===== src/rtl/soc_timer_intc.sv =====
// ---------------------------------------------------------------------------
// soc_timer_intc
//   Multi-channel memory-mapped timer and interrupt source for the SoC's
//   6-bit CP0 interrupt vector. A shared prescaler produces a tick. On each
//   tick, every enabled channel either advances COUNT or matches COMPARE.
//   A match sets PEND and then reloads COUNT to 0 (auto-reload) or disables
//   the channel (one-shot). intr[i] = PEND[i] & IE[i].
//
//   Register map (byte address, addr[1:0] ignored):
//     addr[7:4] = channel, addr[3:2] = register
//       0 COUNT, 1 COMPARE, 2 CTRL {IE,AR,EN}, 3 STATUS {PEND} (W1C)
//     channel 4'hF register 0 = PRESCALE (16 bit)
//
// Ports:
//   clk     in   rising-edge clock
//   rst     in   asynchronous active-low reset
//   ce      in   bus access strobe
//   we      in   1 = write, 0 = read (qualified by ce)
//   addr    in   [31:0] byte address
//   wtData  in   [31:0] write data
//   rdData  out  [31:0] combinational read data (0 unless hit & ~we)
//   hit     out  ce & address inside the 256-byte window at BASE_ADDR
//   intr    out  [5:0] interrupt vector; bits >= NUM_CH tied to 0
//
// Bus handshake: single-cycle, no wait states. A read is valid in the same
// cycle that ce is high; a write commits on the rising clk edge while
// hit & we are high. There is no ready/stall signal.
// ---------------------------------------------------------------------------
module soc_timer_intc #(
    parameter int          NUM_CH    = 4,
    parameter int          CNT_W     = 32,
    parameter logic [31:0] BASE_ADDR = 32'h0000_1000
) (
    input  logic        clk,
    input  logic        rst,
    input  logic        ce,
    input  logic        we,
    input  logic [31:0] addr,
    input  logic [31:0] wtData,
    output logic [31:0] rdData,
    output logic        hit,
    output logic [5:0]  intr
);

    logic [3:0]  w_ch;
    logic [1:0]  w_reg;
    logic        w_wr;
    logic        w_tick;
    logic        w_wr_pre;
    logic        w_unused;

    logic [15:0] r_prescale;
    logic [15:0] r_pre_cnt;

    logic [CNT_W-1:0] w_count   [NUM_CH];
    logic [CNT_W-1:0] w_compare [NUM_CH];
    logic [NUM_CH-1:0] w_en;
    logic [NUM_CH-1:0] w_ar;
    logic [NUM_CH-1:0] w_ie;
    logic [NUM_CH-1:0] w_pend;

    assign hit      = ce & (addr[31:8] == BASE_ADDR[31:8]);
    assign w_ch     = addr[7:4];
    assign w_reg    = addr[3:2];
    assign w_wr     = hit & we;
    assign w_wr_pre = w_wr & (w_ch == 4'hF) & (w_reg == 2'd0);

    // Byte-lane bits and write-data bits above the register width are
    // deliberately ignored.
    assign w_unused = ^{addr[1:0], wtData};

    // Tick fires on the cycle the counter equals PRESCALE, so PRESCALE = N
    // gives one tick every N+1 cycles.
    assign w_tick = (r_pre_cnt == r_prescale);

    always_ff @(posedge clk or negedge rst) begin
        if (!rst) begin
            r_prescale <= '0;
            r_pre_cnt  <= '0;
        end else if (w_wr_pre) begin
            r_prescale <= wtData[15:0];
            r_pre_cnt  <= '0;
        end else if (w_tick) begin
            r_pre_cnt  <= '0;
        end else begin
            r_pre_cnt  <= r_pre_cnt + 16'd1;
        end
    end

    for (genvar g = 0; g < NUM_CH; g++) begin : g_ch
        localparam logic [3:0] CH_IDX = 4'(g);

        logic [CNT_W-1:0] r_count;
        logic [CNT_W-1:0] r_compare;
        logic             r_en;
        logic             r_ar;
        logic             r_ie;
        logic             r_pend;
        logic             w_sel;
        logic             w_step;
        logic             w_match;
        logic             w_w1c;

        assign w_sel   = w_wr & (w_ch == CH_IDX);
        assign w_step  = w_tick & r_en;
        assign w_match = w_step & (r_count == r_compare);
        assign w_w1c   = w_sel & (w_reg == 2'd3) & wtData[0];

        // Software writes are tested first so they win over the
        // tick-driven update on the same edge.
        always_ff @(posedge clk or negedge rst) begin
            if (!rst) begin
                r_count <= '0;
            end else if (w_sel && w_reg == 2'd0) begin
                r_count <= wtData[CNT_W-1:0];
            end else if (w_match) begin
                if (r_ar) begin
                    r_count <= '0;
                end
            end else if (w_step) begin
                r_count <= r_count + CNT_W'(1);
            end
        end

        always_ff @(posedge clk or negedge rst) begin
            if (!rst) begin
                r_compare <= '0;
            end else if (w_sel && w_reg == 2'd1) begin
                r_compare <= wtData[CNT_W-1:0];
            end
        end

        always_ff @(posedge clk or negedge rst) begin
            if (!rst) begin
                r_en <= 1'b0;
                r_ar <= 1'b0;
                r_ie <= 1'b0;
            end else if (w_sel && w_reg == 2'd2) begin
                r_en <= wtData[0];
                r_ar <= wtData[1];
                r_ie <= wtData[2];
            end else if (w_match && !r_ar) begin
                r_en <= 1'b0;
            end
        end

        // A new match on the same edge as a W1C keeps PEND set.
        always_ff @(posedge clk or negedge rst) begin
            if (!rst) begin
                r_pend <= 1'b0;
            end else if (w_match) begin
                r_pend <= 1'b1;
            end else if (w_w1c) begin
                r_pend <= 1'b0;
            end
        end

        assign w_count[g]   = r_count;
        assign w_compare[g] = r_compare;
        assign w_en[g]      = r_en;
        assign w_ar[g]      = r_ar;
        assign w_ie[g]      = r_ie;
        assign w_pend[g]    = r_pend;
    end

    always_comb begin
        intr = '0;
        for (int i = 0; i < NUM_CH; i++) begin
            intr[i] = w_pend[i] & w_ie[i];
        end
    end

    always_comb begin
        rdData = '0;
        if (hit && !we) begin
            if (w_ch == 4'hF) begin
                if (w_reg == 2'd0) begin
                    rdData = {16'd0, r_prescale};
                end
            end else begin
                for (int i = 0; i < NUM_CH; i++) begin
                    if (w_ch == 4'(i)) begin
                        case (w_reg)
                            2'd0:    rdData = 32'(w_count[i]);
                            2'd1:    rdData = 32'(w_compare[i]);
                            2'd2:    rdData = {29'd0, w_ie[i], w_ar[i], w_en[i]};
                            default: rdData = {31'd0, w_pend[i]};
                        endcase
                    end
                end
            end
        end
    end

endmodule


===== config.mk =====
export PLATFORM = sky130hd
export DESIGN_NAME = soc_timer_intc
export DESIGN_NICKNAME = d
export VERILOG_FILES = /design/src/rtl/soc_timer_intc.sv
export SDC_FILE = /design/constraint.sdc
export NUM_CORES = 1
export LEC_CHECK = 0
export BUFFER_PORTS_ARGS = -buffer_cell sky130_fd_sc_hd__buf_4
export CELL_PAD_IN_SITES_DETAIL_PLACEMENT = 1
export CELL_PAD_IN_SITES_GLOBAL_PLACEMENT = 1
export CORE_UTILIZATION = 44
export DETAILED_ROUTE_END_ITERATION = 16
export MAX_ROUTING_LAYER = met4
export PLACE_DENSITY = 0.8
export SLEW_MARGIN = 20
export SYNTH_ARGS = -nofsm -noshare
export SYNTH_HDL_FRONTEND = slang
export SYNTH_SLANG_ARGS = --single-unit

===== constraint.sdc =====
create_clock -name clk -period 2.1 [get_ports clk]
set_input_delay 0.105 -clock clk [delete_from_list [all_inputs] [get_ports clk]]
set_output_delay 0.105 -clock clk [all_outputs]
set_load 0.02 [all_outputs]

==> metrics.md, run 1 <==
| Metric | Value |
|---|---|
| Top_reg_cell synth | `dfrtp_1` |
| Dominant cells by area after synthesis | `dfrtp_1, mux2_1, mux2i_1` |
| Post-synthesis cell type count | `71` |
| Port-buffer cells | `102` |
| Gr ovfl total | `69` |
| Post-synthesis sequential area ratio | `39.5%` |
| Synth Cell Area | `19300 um2` |
| GRT Util Overall | `76.8%` |
| Row Count | `76` |
| Cell count after synthesis | `2076` |
| Num CTS Buffers | `38` |
| Worst endpoint from the post-global-route timing repair | `g_ch[1].r_count[3]$_DFFE_PN0P_/D` |
| Top cell type's share of synthesized area | `39.5%` |
| Dpl hpwl | `66.0 mm` |
| Yosys reg bits | `304` |
| Async SR Flop Fraction | `100%` |
| Total clock sinks | `304` |
| Stopped at | `5_1_grt` |
| Die X | `211 um` |
| Largest net degree at the start of global routing | `66` |
| Log Error | `[ERROR GRT-0232] Routing congestion too high. Check the congestion heatmap in the GUI.` |
| Post-synth EDFFs | `0` |
| CTS H-tree depth | `2` |
| Status | `did not finish` |
| Die H | `211 um` |
| Top cell type by total area after synthesis | `dfrtp_1` |
| I/O Pins | `107` |
| Gpl congestion | `1.00` |
| Mean Syn Cell Area | `9.27 um2` |
| Starting density of the core | `44.7%` |
| Root Buffer | `clkbuf_16` |
| Synth warnings | `0` |
| Clock Path Buffers | `3` |
| WEP type | `register input` |
[synth_stat cells (15+ instances only)]
master / number
mux2_2: 45
a221o_1: 15
nor3_1: 40
xnor2_1: 66
buf_1: 22
or3_1: 17
a22oi_1: 57
nor2_1: 132
mux2_1: 119
mux2i_1: 111
xor2_1: 114
and3_1: 23
and2_1: 27
a21oi_1: 55
nand2_1: 215
o22ai_1: 30
a21o_1: 20
nand4_1: 48
nor4_1: 46
inv_1: 45
clkbuf_1: 103
o21ai_0: 141
dfrtp_1: 304
nand3_1: 71
buf_2: 34
[stage by stage]
step | cells | instance area [um2] | setup slack [ns] | utilization, % | TNS (ns)
floorplan | 2077 | 19900 | -0.129 | - | -11.33
global placement | 3113 | 24800 | -0.442 | 57.6 | -55.96
detailed placement | 3113 | 24800 | -0.713 | 57.6 | -85.17
CTS | 3298 | 29100 | -0.480 | 67.5 | -48.77
[cell families after synthesis]
| family | after synthesis | synth area share (%) |
|---|---|---|
| muxes | 279 | 15.8 |
| AOI/OAI and AO/OA | 422 | 14.4 |
| other | 1 | 0.0195 |
| xor gates and xnor gates | 180 | 8.19 |
| adders and majority gates | 5 | 0.325 |
| DFF | 304 | 39.5 |
| and+or+nand+nor | 678 | 17.4 |
| buffers and inverters | 207 | 4.30 |
[per-layer routing]
layer | GRT overflow | track usage, %
met1 | 0 | 74.3
met2 | 28 | 92.3
met3 | 1 | 59.5
met4 | 40 | 78.4
met5 | - | -
[repair_timing]
action                     in CTS
hold buffers                   33
setup buffers                  75
setup endpoints to repair     167
cloned                         15
hold endpoints to repair      553
gates resized for setup       451
pin swaps                     188
==> run 2: changes to the inputs <==
CELL_PAD_IN_SITES_DETAIL_PLACEMENT = unset   (was 1)
CELL_PAD_IN_SITES_GLOBAL_PLACEMENT = unset   (was 1)
CORE_UTILIZATION = 30   (was 44)
MAX_ROUTING_LAYER = unset   (was met4)
PLACE_DENSITY = unset   (was 0.8)
PLACE_DENSITY_LB_ADDON = 0.15   (was unset)
clock period = 2.7 ns   (was 2.1 ns; I/O delays follow)
==> metrics.md, run 2 <==
| Metric | Value |
|---|---|
| Status | `finished, violations left` |
| Failing checks | `setup timing` |
| Root Buffer | `clkbuf_16` |
| Vias in the first global route | `16800` |
| Hold Path End | `g_ch[0].r_compare[11]$_DFFE_PN0P_` |
| Top cell type by total area after synthesis | `dfrtp_1` |
| Layout cells sized above 1 | `20.0%` |
| Hold depth | `2` |
| R2R depth | `10` |
| Post-synth EDFFs | `0 (unchanged)` |
| Most frequent cells in the layout | `dfrtp_1, buf_4, nand2_1` |
| Worst hold path type | `input port to flip-flop` |
| Top-count cell post-synth | `dfrtp_1` |
| Commonest cells post-synth | `dfrtp_1, nand2_1, o21ai_0, nor2_1, mux2_1` |
| Num CTS Buffers | `39 (+2.6%)` |
| Worst Tran Pin Value | `1.18 ns` |
| Top cell type's share of synthesized area | `39.5% (unchanged)` |
| Clk_lat worst skew | `0.58 ns` |
| Final core occ | `37.8%` |
| WS Path Type | `input port to output pin` |
| Crit path required time | `2.57 ns` |
| Reg2reg start | `r_prescale[3]$_DFFE_PN0N_` |
| Clock slew at reported path FFs | `0.06 ns` |
| Final Skew | `0.0266 ns` |
| Yosys reg bits | `304 (unchanged)` |
| Slew headroom | `20.7%` |
| Setup-failing EPs final | `1` |
| CP endpoint kind | `output pin` |
| Port-buffer cells | `102 (unchanged)` |
| Leakage | `0.0109 uW` |
| Post-synthesis cell type count | `71 (unchanged)` |
| Core footprint | `63200 um2` |
| I/O Pins | `107 (unchanged)` |
| DR pass1 iterations | `6` |
| Fmax achieved | `0.367 GHz` |
| WL final | `82.6 mm` |
| Row Count | `92 (+21%)` |
| Gpl congestion | `0.919 (-8.4%)` |
| Dominant cells by area after synthesis | `dfrtp_1, mux2_1, mux2i_1` |
| Largest net degree at the start of global routing | `80` |
| Via count | `17500` |
| Crit path DAT | `2.59 ns` |
| CTS tree | `built` |
| Total Neg Setup Slack | `-0.0219 ns` |
| Clock Path Buffers | `3 (unchanged)` |
| GRT Util Overall | `25.0%` |
| Worst reg2reg setup slack | `0.12 ns` |
| Async SR Flop Fraction | `100% (unchanged)` |
| Min Tclk post-route | `2.72 ns` |
| Vias per cell | `5.52` |
| Max VDD drop | `0.000332 V` |
| DR iter-0 viols | `1924` |
| Max-slew violation count | `0` |
| CP Max Fanout | `24` |
| First-pass GRT wire length | `120 mm` |
| Hold Fails Final Rpt | `0` |
| Die ar. | `65200 um2` |
| Synth warnings | `0 (unchanged)` |
| Mean Syn Cell Area | `9.27 um2 (unchanged)` |
| Setup crit start kind | `input port` |
| Final Net Count | `2358` |
| Worst hold start | `wtData[11]` |
| Commonest non-fill, non-tap cell in the layout | `dfrtp_1` |
| CTS H-tree depth | `2 (unchanged)` |
| Top_reg_cell synth | `dfrtp_1` |
| Worst r2r dst | `g_ch[3].r_count[4]$_DFFE_PN0P_` |
| Final ANT Viol Nets | `0` |
| WL per Instance | `26.1 um` |
| Fill count | `6347` |
| Post-synthesis sequential area ratio | `39.5% (unchanged)` |
| Cell count after synthesis | `2076 (unchanged)` |
| Power, Total | `10600 uW` |
| RSZ-0062 raised after global routing | `yes` |
| Initial antenna violation count | `6` |
| Largest regs | `g_ch.r_compare: 128 flops, g_ch.r_count: 128 flops` |
| Critical Path Source | `addr[5]` |
| Starting density of the core | `30.5% (-14 points)` |
| PD cells | `442 nW/um2` |
| Max-Cap Viols | `0` |
| Total clock sinks | `304 (unchanged)` |
| Gr ovfl total | `0` |
| Setup ws final | `-0.0219 ns` |
| DRC errors left | `0` |
| Area Growth Syn to Fin | `23.9%` |
| Die X | `255 um (+21%)` |
| Dpl hpwl | `59.1 mm (-10%)` |
| Synth Cell Area | `19300 um2 (unchanged)` |
| Die H | `255 um (+21%)` |
| Final Cycle Share | `101%` |
[run 2: cell counts after synthesis]
Identical to the previous run, type by type.
[run 2: area by class of cell]
class	count	area, um2	area share (%)
clock inverter	8	82.6	0.346
sequential	304	7610	31.9
inverter	45	169	0.708
clock buffer	61	1160	4.86
timing repair buffer	329	2750	11.5
multi-input combinational	1566	11000	46.2
antenna	4	10.0	0.0420
tap	846	1060	4.44
[run 2: through the flow]
step / hold slack (ns) / area, um2 / cells / setup WS [ns]
4_1_cts: 0.00535 / 23700 / 3157 / -0.0746
2_1_floorplan: -0.161 / 19300 / 2077 / 0.353
5_1_grt: 0.0146 / 23900 / 3159 / -0.0157
6_report: 0.0105 / 23900 / 3163 / -0.0219
3_3_place_gp: 0.216 / 22100 / 3058 / -0.0244
3_5_place_dp: 0.212 / 22100 / 3058 / -0.0326
[run 2: layer usage]
| metal | track usage [%] | wire [um] | up-vias | share of wire [%] |
|---|---|---|---|---|
| met1 | 36.6 | 38900 | 8756 | 47 |
| met5 | 0 | 0 | - | 0 |
| met3 | 3.66 | 5130 | 109 | 6.2 |
| met2 | 37.2 | 35600 | 668 | 43 |
| li1 | - | - | 7935 | - |
| met4 | 8.47 | 2900 | 0 | 3.5 |
[run 2: power by group]
group / internal (uW) / switching (uW) / leakage, uW
registers: 4560 / 8.45 / 0.00388
clock network: 3050 / 2170 / 0.000612
logic: 236 / 529 / 0.00637
total: 7840 / 2710 / 0.0109
[run 2: repair_timing]
action,CTS,global route
endpoints found under the setup margin,19,57
resized for setup,21,31
gates cloned,0,0
pin swaps,3,9
hold endpoints to repair,158,0
hold buffers,30,0
buffers inserted,0,2
[run 2: worst max-delay path by stage]
stage          slack, ns  cells past startpoint                               to
6_report           -0.02                      9                       rdData[31]
5_1_grt            -0.02                      8                       rdData[10]
4_1_cts            -0.07                      8                       rdData[11]
3_5_place_dp       -0.03                      8  g_ch[2].r_count[30]$_DFFE_PN0P_
3_3_place_gp       -0.02                      6        r_prescale[8]$_DFFE_PN0N_
2_1_floorplan       0.35                      9  g_ch[2].r_count[23]$_DFFE_PN0P_
[run 2: logic make-up after synthesis]
family                   count (synthesis)  synth area share (%)
AO/OA/AOI/OAI                          422                  14.4
buffers and inverters                  207                  4.30
adder cells (fa/ha/maj)                  5                 0.325
other                                    1                0.0195
flip-flops                             304                  39.5
XOR/XNOR                               180                  8.19
AND/OR/NAND/NOR                        678                  17.4
multiplexers                           279                  15.8
[run 2: critical path, stage by stage]
cell,delay (ns)
buf_4,0.14
buf_4,0.22
nor4b_2,0.42
nand2b_2,0.27
buf_4,0.27
o22ai_1,0.52
a21oi_1,0.28
nor2_1,0.16
buf_4,0.16
Note: power is estimated with default switching activity, not from simulation.
==> run 3: changes to the inputs <==
CTS_BUF_LIST = sky130_fd_sc_hd__clkbuf_4 sky130_fd_sc_hd__clkbuf_8   (was unset)
==> metrics.md, run 3 (synthesized netlist as in run 2, its figures left out) <==
| Metric | Value |
|---|---|
| Gr ovfl total | `0 (unchanged)` |
| I/O Pins | `107 (unchanged)` |
| Num CTS Buffers | `59 (+51%)` |
| Power, Total | `10300 uW (-2.5%)` |
| Status | `complete, no violations` |
| Setup-failing EPs final | `0 (-1)` |
| Max-Cap Viols | `0 (unchanged)` |
| R2R depth | `9 (-1)` |
| Total clock sinks | `304 (unchanged)` |
| Switch share | `26.3% (+0.60 points)` |
| Clk_lat worst skew | `0.70 ns (+0.12 ns)` |
| Cell Int Power | `7580 uW (-3.3%)` |
| Final core occ | `38.1% (+0.33 points)` |
| Final ANT Viol Nets | `0 (unchanged)` |
| Total Neg Setup Slack | `0 ns (+0.0219 ns)` |
| DRC errors left | `0 (unchanged)` |
| Final Skew | `0.0337 ns (+0.00706 ns)` |
| Setup crit start kind | `flip-flop` |
| Leakage | `0.0110 uW (+1.0%)` |
| Dpl hpwl | `59.1 mm (unchanged)` |
| Crit path DAT | `2.56 ns (-0.03 ns)` |
| Min Tclk post-route | `2.70 ns (-0.0256 ns)` |
| WL per Instance | `25.9 um (-0.71%)` |
| Slew headroom | `21.9% (+1.2 points)` |
| Die ar. | `65200 um2 (unchanged)` |
| Final Cycle Share | `99.9% (-0.95 points)` |
| CP endpoint kind | `output pin` |
| WS Path Type | `flip-flop to output pin` |
| Hold Fails Final Rpt | `0 (unchanged)` |
| DR iter-0 viols | `1715 (-11%)` |
| Worst r2r dst | `g_ch[0].r_count[11]$_DFFE_PN0P_` |
| Area Growth Syn to Fin | `25.0%` |
| Die X | `255 um (unchanged)` |
| Reg2reg start | `g_ch[0].r_count[8]$_DFFE_PN0P_` |
| Initial antenna violation count | `7 (+1)` |
| Clock power share | `48.0% (-1.4 points)` |
| Max-slew violation count | `0 (unchanged)` |
| Gpl congestion | `0.919 (unchanged)` |
| Seq pwr share | `44.5% (+1.2 points)` |
| Via count | `17600 (+0.72%)` |
| Die H | `255 um (unchanged)` |
| Layout cells sized above 1 | `23.1% (+3.1 points)` |
| Port-buffer cells | `102 (unchanged)` |
| CP Max Fanout | `5 (-79%)` |
| Most frequent cells in the layout | `dfrtp_1, buf_4, nand2_1` |
| Dpl cell area | `22100 um2 (unchanged)` |
| Vias in the first global route | `16900 (+0.68%)` |
| Net Switching | `2700 uW (-0.26%)` |
| Max VDD drop | `0.000338 V (+1.9%)` |
| Root Buffer | `clkbuf_8` |
| DR pass1 iterations | `6 (unchanged)` |
| First-pass GRT wire length | `121 mm (+0.78%)` |
| Clock Path Buffers | `3 (unchanged)` |
| Gate power share | `7.6% (+0.3 points)` |
| Fmax achieved | `0.371 GHz (+0.95%)` |
| Clock slew at reported path FFs | `0.06 ns (about the same)` |
| Commonest non-fill, non-tap cell in the layout | `dfrtp_1` |
| Worst hold path type | `input port to asynchronous set/reset pin` |
| WL final | `83.1 mm (+0.64%)` |
| GRT Util Overall | `25.1% (+0.19 points)` |
| Largest regs | `g_ch.r_compare: 128 flops, g_ch.r_count: 128 flops` |
| Crit path required time | `2.57 ns (about the same)` |
| Worst reg2reg setup slack | `0.07 ns (-0.05 ns)` |
| Worst Tran Pin Value | `1.17 ns (-0.0174 ns)` |
| Largest net degree at the start of global routing | `80 (unchanged)` |
| CTS H-tree depth | `2 (unchanged)` |
| Post-Layout Inst Area | `24100 um2 (+0.87%)` |
| Row Count | `92 (unchanged)` |
| Core footprint | `63200 um2 (unchanged)` |
| Starting density of the core | `30.5% (unchanged)` |
| Final Net Count | `2386 (+1.2%)` |
| CTS tree | `built` |
| Vias per cell | `5.49 (-0.63%)` |
| RSZ-0062 raised after global routing | `yes` |
| PD cells | `427 nW/um2 (-3.4%)` |
==> run 3: worst max path at each step <==
stage / start / endpoint / slack, ns / cells past startpoint
2_1_floorplan: r_pre_cnt[7]$_DFF_PN0_ / g_ch[2].r_count[23]$_DFFE_PN0P_ / 0.35 / 9
3_3_place_gp: addr[4] / r_prescale[8]$_DFFE_PN0N_ / -0.02 / 6
3_5_place_dp: r_prescale[7]$_DFFE_PN0N_ / g_ch[2].r_count[30]$_DFFE_PN0P_ / -0.03 / 8
4_1_cts: g_ch[0].r_count[5]$_DFFE_PN0P_ / rdData[5] / -0.02 / 9
5_1_grt: g_ch[0].r_count[1]$_DFFE_PN0P_ / rdData[1] / -0.05 / 7
6_report: g_ch[0].r_count[13]$_DFFE_PN0P_ / rdData[13] / 0.004 / 8
==> run 3: power by group through the flow <==
stage               Sequential, uW  Combinational (uW)  Clock [uW]
finish                        4570                 779        4930
global route                  4570                 815        5240
CTS                           4570                 773        5060
detailed placement            4650                 718           0
global placement              4650                 717           0
floorplan                     4650                 227           0
==> run 3: through the flow <==
stage / setup WS, ns / std cells / hold slack [ns]
2_1_floorplan: 0.353 / 2077 / -0.161
3_3_place_gp: -0.0244 / 3058 / 0.216
3_5_place_dp: -0.0326 / 3058 / 0.212
4_1_cts: -0.0218 / 3195 / 0.0483
5_1_grt: -0.0469 / 3201 / 0.0911
6_report: 0.00380 / 3206 / 0.0761
==> run 3: cell type report <==
type	count	area (um2)
Tap cell	846	1060
Sequential cell	304	7610
Inverter	45	169
Antenna cell	6	15.0
Clock buffer	98	1200
Fill cell	6375	39100
Timing Repair Buffer	337	2830
Clock inverter	4	26.3
Multi-Input combinational cell	1566	11200
==> run 3: worst max-delay path, cell delays in order (launching register included) <==
cell	delay, ns
dfrtp_1	0.39
buf_4	0.16
mux2i_1	0.12
nor2_1	0.06
o21ai_0	0.34
o21ai_2	0.20
a222oi_1	0.34
nor2_1	0.09
buf_4	0.17
==> run 3: layer usage <==
| layer | part of all wire, % | GRT usage [%] | vias to the layer above |
|---|---|---|---|
| met5 | 0 | 0 | - |
| met3 | 6.8 | 3.96 | 118 |
| met2 | 43 | 37.5 | 648 |
| met1 | 46 | 36.7 | 8828 |
| li1 | - | - | 8000 |
| met4 | 3.4 | 8.27 | 0 |
==> run 3: repair_timing <==
item,CTS,global route
gates resized for setup,57,40
pin swaps,12,22
hold endpoints to repair,486,0
buffers inserted,3,7
endpoints found under the setup margin,24,67
hold buffers,33,0
==> run 4: changes to the inputs <==
ABC_CLOCK_PERIOD_IN_PS = 2350   (was unset)
CTS_BUF_LIST = sky130_fd_sc_hd__clkbuf_16   (was sky130_fd_sc_hd__clkbuf_4 sky130_fd_sc_hd__clkbuf_8)
clock period = 2.35 ns   (was 2.7 ns; I/O delays follow)
==> metrics.md, run 4 (synthesized netlist as in run 2, its figures left out) <==
| Metric | Value |
|---|---|
| Gr ovfl total | `0 (unchanged)` |
| Largest net degree at the start of global routing | `62 (-23%)` |
| Num CTS Buffers | `39 (-34%)` |
| Worst path max stage delay | `0.54 ns (+0.15 ns)` |
| DR pass1 iterations | `7 (+1)` |
| Crit path required time | `2.23 ns (-0.34 ns)` |
| Worst hold path type | `input port to asynchronous set/reset pin` |
| GRT Util Overall | `26.2% (+1.1 points)` |
| Dpl hpwl | `61.9 mm (+4.7%)` |
| Min Tclk post-route | `2.60 ns` |
| Core footprint | `63200 um2 (unchanged)` |
| Multi-input gate area | `12100 um2 (+8.4%)` |
| Failing checks | `setup timing` |
| Initial antenna violation count | `8 (+1)` |
| Register area | `7610 um2 (about the same)` |
| Commonest non-fill, non-tap cell in the layout | `buf_4` |
| Fmax achieved | `0.385 GHz` |
| Hold Fails Final Rpt | `0 (unchanged)` |
| Port-buffer cells | `102 (unchanged)` |
| Root Buffer | `clkbuf_16` |
| Fill count | `6170 (-3.2%)` |
| Row Count | `92 (unchanged)` |
| Die H | `255 um (unchanged)` |
| RSZ-0062 raised after global routing | `yes` |
| Max-Cap Viols | `0 (unchanged)` |
| Worst reg2reg setup slack | `-0.18 ns (-0.25 ns)` |
| Clock slew at reported path FFs | `0.06 ns (about the same)` |
| Final Cycle Share | `110%` |
| Gpl congestion | `0.930 (+1.2%)` |
| Final Net Count | `2658 (+11%)` |
| Status | `finished, violations left` |
| Vias per cell | `5.38 (-1.9%)` |
| Final ANT Viol Nets | `0 (unchanged)` |
| Most frequent cells in the layout | `buf_4, dfrtp_1, nand2_1` |
| WS Path Type | `flip-flop to output pin` |
| Final core occ | `43.8% (+5.7 points)` |
| Die ar. | `65200 um2 (unchanged)` |
| Vias in the first global route | `18500 (+9.4%)` |
| CP Max Fanout | `5 (unchanged)` |
| Starting density of the core | `30.5% (unchanged)` |
| Max-slew violation count | `0 (unchanged)` |
| CP endpoint kind | `output pin` |
| Slowest CP cell | `mux4_2` |
| Layout cells sized above 1 | `35.2% (+12 points)` |
| First-pass GRT wire length | `127 mm (+5.0%)` |
| PD cells | `425 nW/um2 (-0.46%)` |
| Met1 WL | `40.2 mm (+4.1%)` |
| CP cell instances | `mux4_2 > mux2_2 > a221oi_2 > nor2_2 > buf_6` |
| Setup ws final | `-0.245 ns (-0.249 ns)` |
| DRC errors left | `0 (unchanged)` |
| DR iter-0 viols | `1715 (unchanged)` |
| WL met2 | `37.8 mm (+5.0%)` |
| Via count | `18600 (+6.0%)` |
| Clk_lat worst skew | `0.58 ns (-0.12 ns)` |
| Leakage | `0.0128 uW (+16%)` |
| CTS tree | `built` |
| CTS H-tree depth | `2 (unchanged)` |
| Setup crit start kind | `flip-flop` |
| Worst Tran Pin Value | `0.576 ns (-0.591 ns)` |
| Die X | `255 um (unchanged)` |
| WL final | `86.9 mm (+4.5%)` |
| Total clock sinks | `304 (unchanged)` |
| Crit path DAT | `2.48 ns (-0.08 ns)` |
| Dpl cell area | `24100 um2 (+8.8%)` |
| Final Skew | `0.0353 ns (+0.00160 ns)` |
| Top layer used by detailed routing | `met4` |
| Area Growth Syn to Fin | `43.8%` |
| Setup-failing EPs final | `93 (+93)` |
| WL per Instance | `25.1 um (-3.2%)` |
| Clock Path Buffers | `3 (unchanged)` |
| Max VDD drop | `0.000455 V (+35%)` |
| Post-Layout Inst Area | `27700 um2 (+15%)` |
| Largest regs | `g_ch.r_compare: 128 flops, g_ch.r_count: 128 flops` |
| Routed met3 length | `5.36 mm (-5.6%)` |
| I/O Pins | `107 (unchanged)` |
| Slew headroom | `61.2% (+39 points)` |
[run 4: cell types whose count changed in the layout (fill, tap and decap cells not counted), moves of 19 or more]
cell,before,now
buf_4,282,487
o21ai_0,113,62
a22oi_2,0,37
buf_6,6,59
clkbuf_8,75,0
clkbuf_16,0,43
o21ai_1,11,49
clkbuf_4,23,0
a22oi_1,57,20
buf_12,15,34
[run 4: metrics by stage]
step                      setup TNS (ns)  setup WS (ns)  std cells  power [uW]  hold WS (ns)
after CTS                          -5.39         -0.230       3436       11900        0.0604
after global routing              -16.86         -0.353       3459       12200        0.0941
after detailed placement          -12.72         -0.279       3297        6230        0.0844
final                              -6.51         -0.245       3463       11800        0.0707
after global placement             -9.31         -0.279       3297        6240        0.0826
after floorplan                        0        0.00251       2077        5600        -0.178
[run 4: layout make-up]
| type | instances | area share (%) |
|---|---|---|
| antenna | 4 | 0.0362 |
| tap | 846 | 3.82 |
| timing repair buffer | 629 | 20.3 |
| clock inverter | 29 | 0.479 |
| multi-input combinational | 1566 | 43.7 |
| clock buffer | 40 | 3.62 |
| sequential | 304 | 27.5 |
| inverter | 45 | 0.610 |
[run 4: repair_timing]
action | in CTS | in global routing
setup buffers | 39 | 27
resized for setup | 212 | 204
hold buffers | 33 | 0
endpoints found under the hold margin | 469 | 0
gates cloned | 7 | 4
pin swaps | 108 | 104
endpoints found under the setup margin | 138 | 158
[run 4: where the power goes]
part           internal, uW  switching, uW  total, uW
logic                   332            643        975
clock network          3060           2490       5550
registers              5240           5.39       5250
[run 4: path summary, 6_finish.rpt]
kind                            cells past startpoint                      start                           endpoint
worst max register to register                      9  r_prescale[9]$_DFFE_PN0N_    g_ch[1].r_count[22]$_DFFE_PN0P_
max in group asynchronous                           3                        rst     g_ch[1].r_count[1]$_DFFE_PN0P_
worst min-delay path                                2                        rst  g_ch[3].r_compare[11]$_DFFE_PN0P_
worst min register to register                      1   g_ch[3].r_ie$_DFFE_PN0P_           g_ch[3].r_ie$_DFFE_PN0P_
worst max-delay path                                5   g_ch[0].r_en$_DFFE_PN0P_                          rdData[0]
min in group clk                                    4                    addr[4]         g_ch[1].r_pend$_DFFE_PN0P_
[run 4: layer usage]
layer / GRT usage, % / up-vias
met4: 9.54 / 0
li1: - / 8547
met1: 38.4 / 9380
met3: 3.29 / 131
met2: 39.2 / 586
met5: 0 / -
[run 4: critical path: cells and delay by family (launching register included)]
family          cells  cell delay [ns]
simple gates        1             0.13
flops               1             0.50
mux                 2             0.84
compound gates      1             0.27
buf+inv             1             0.15
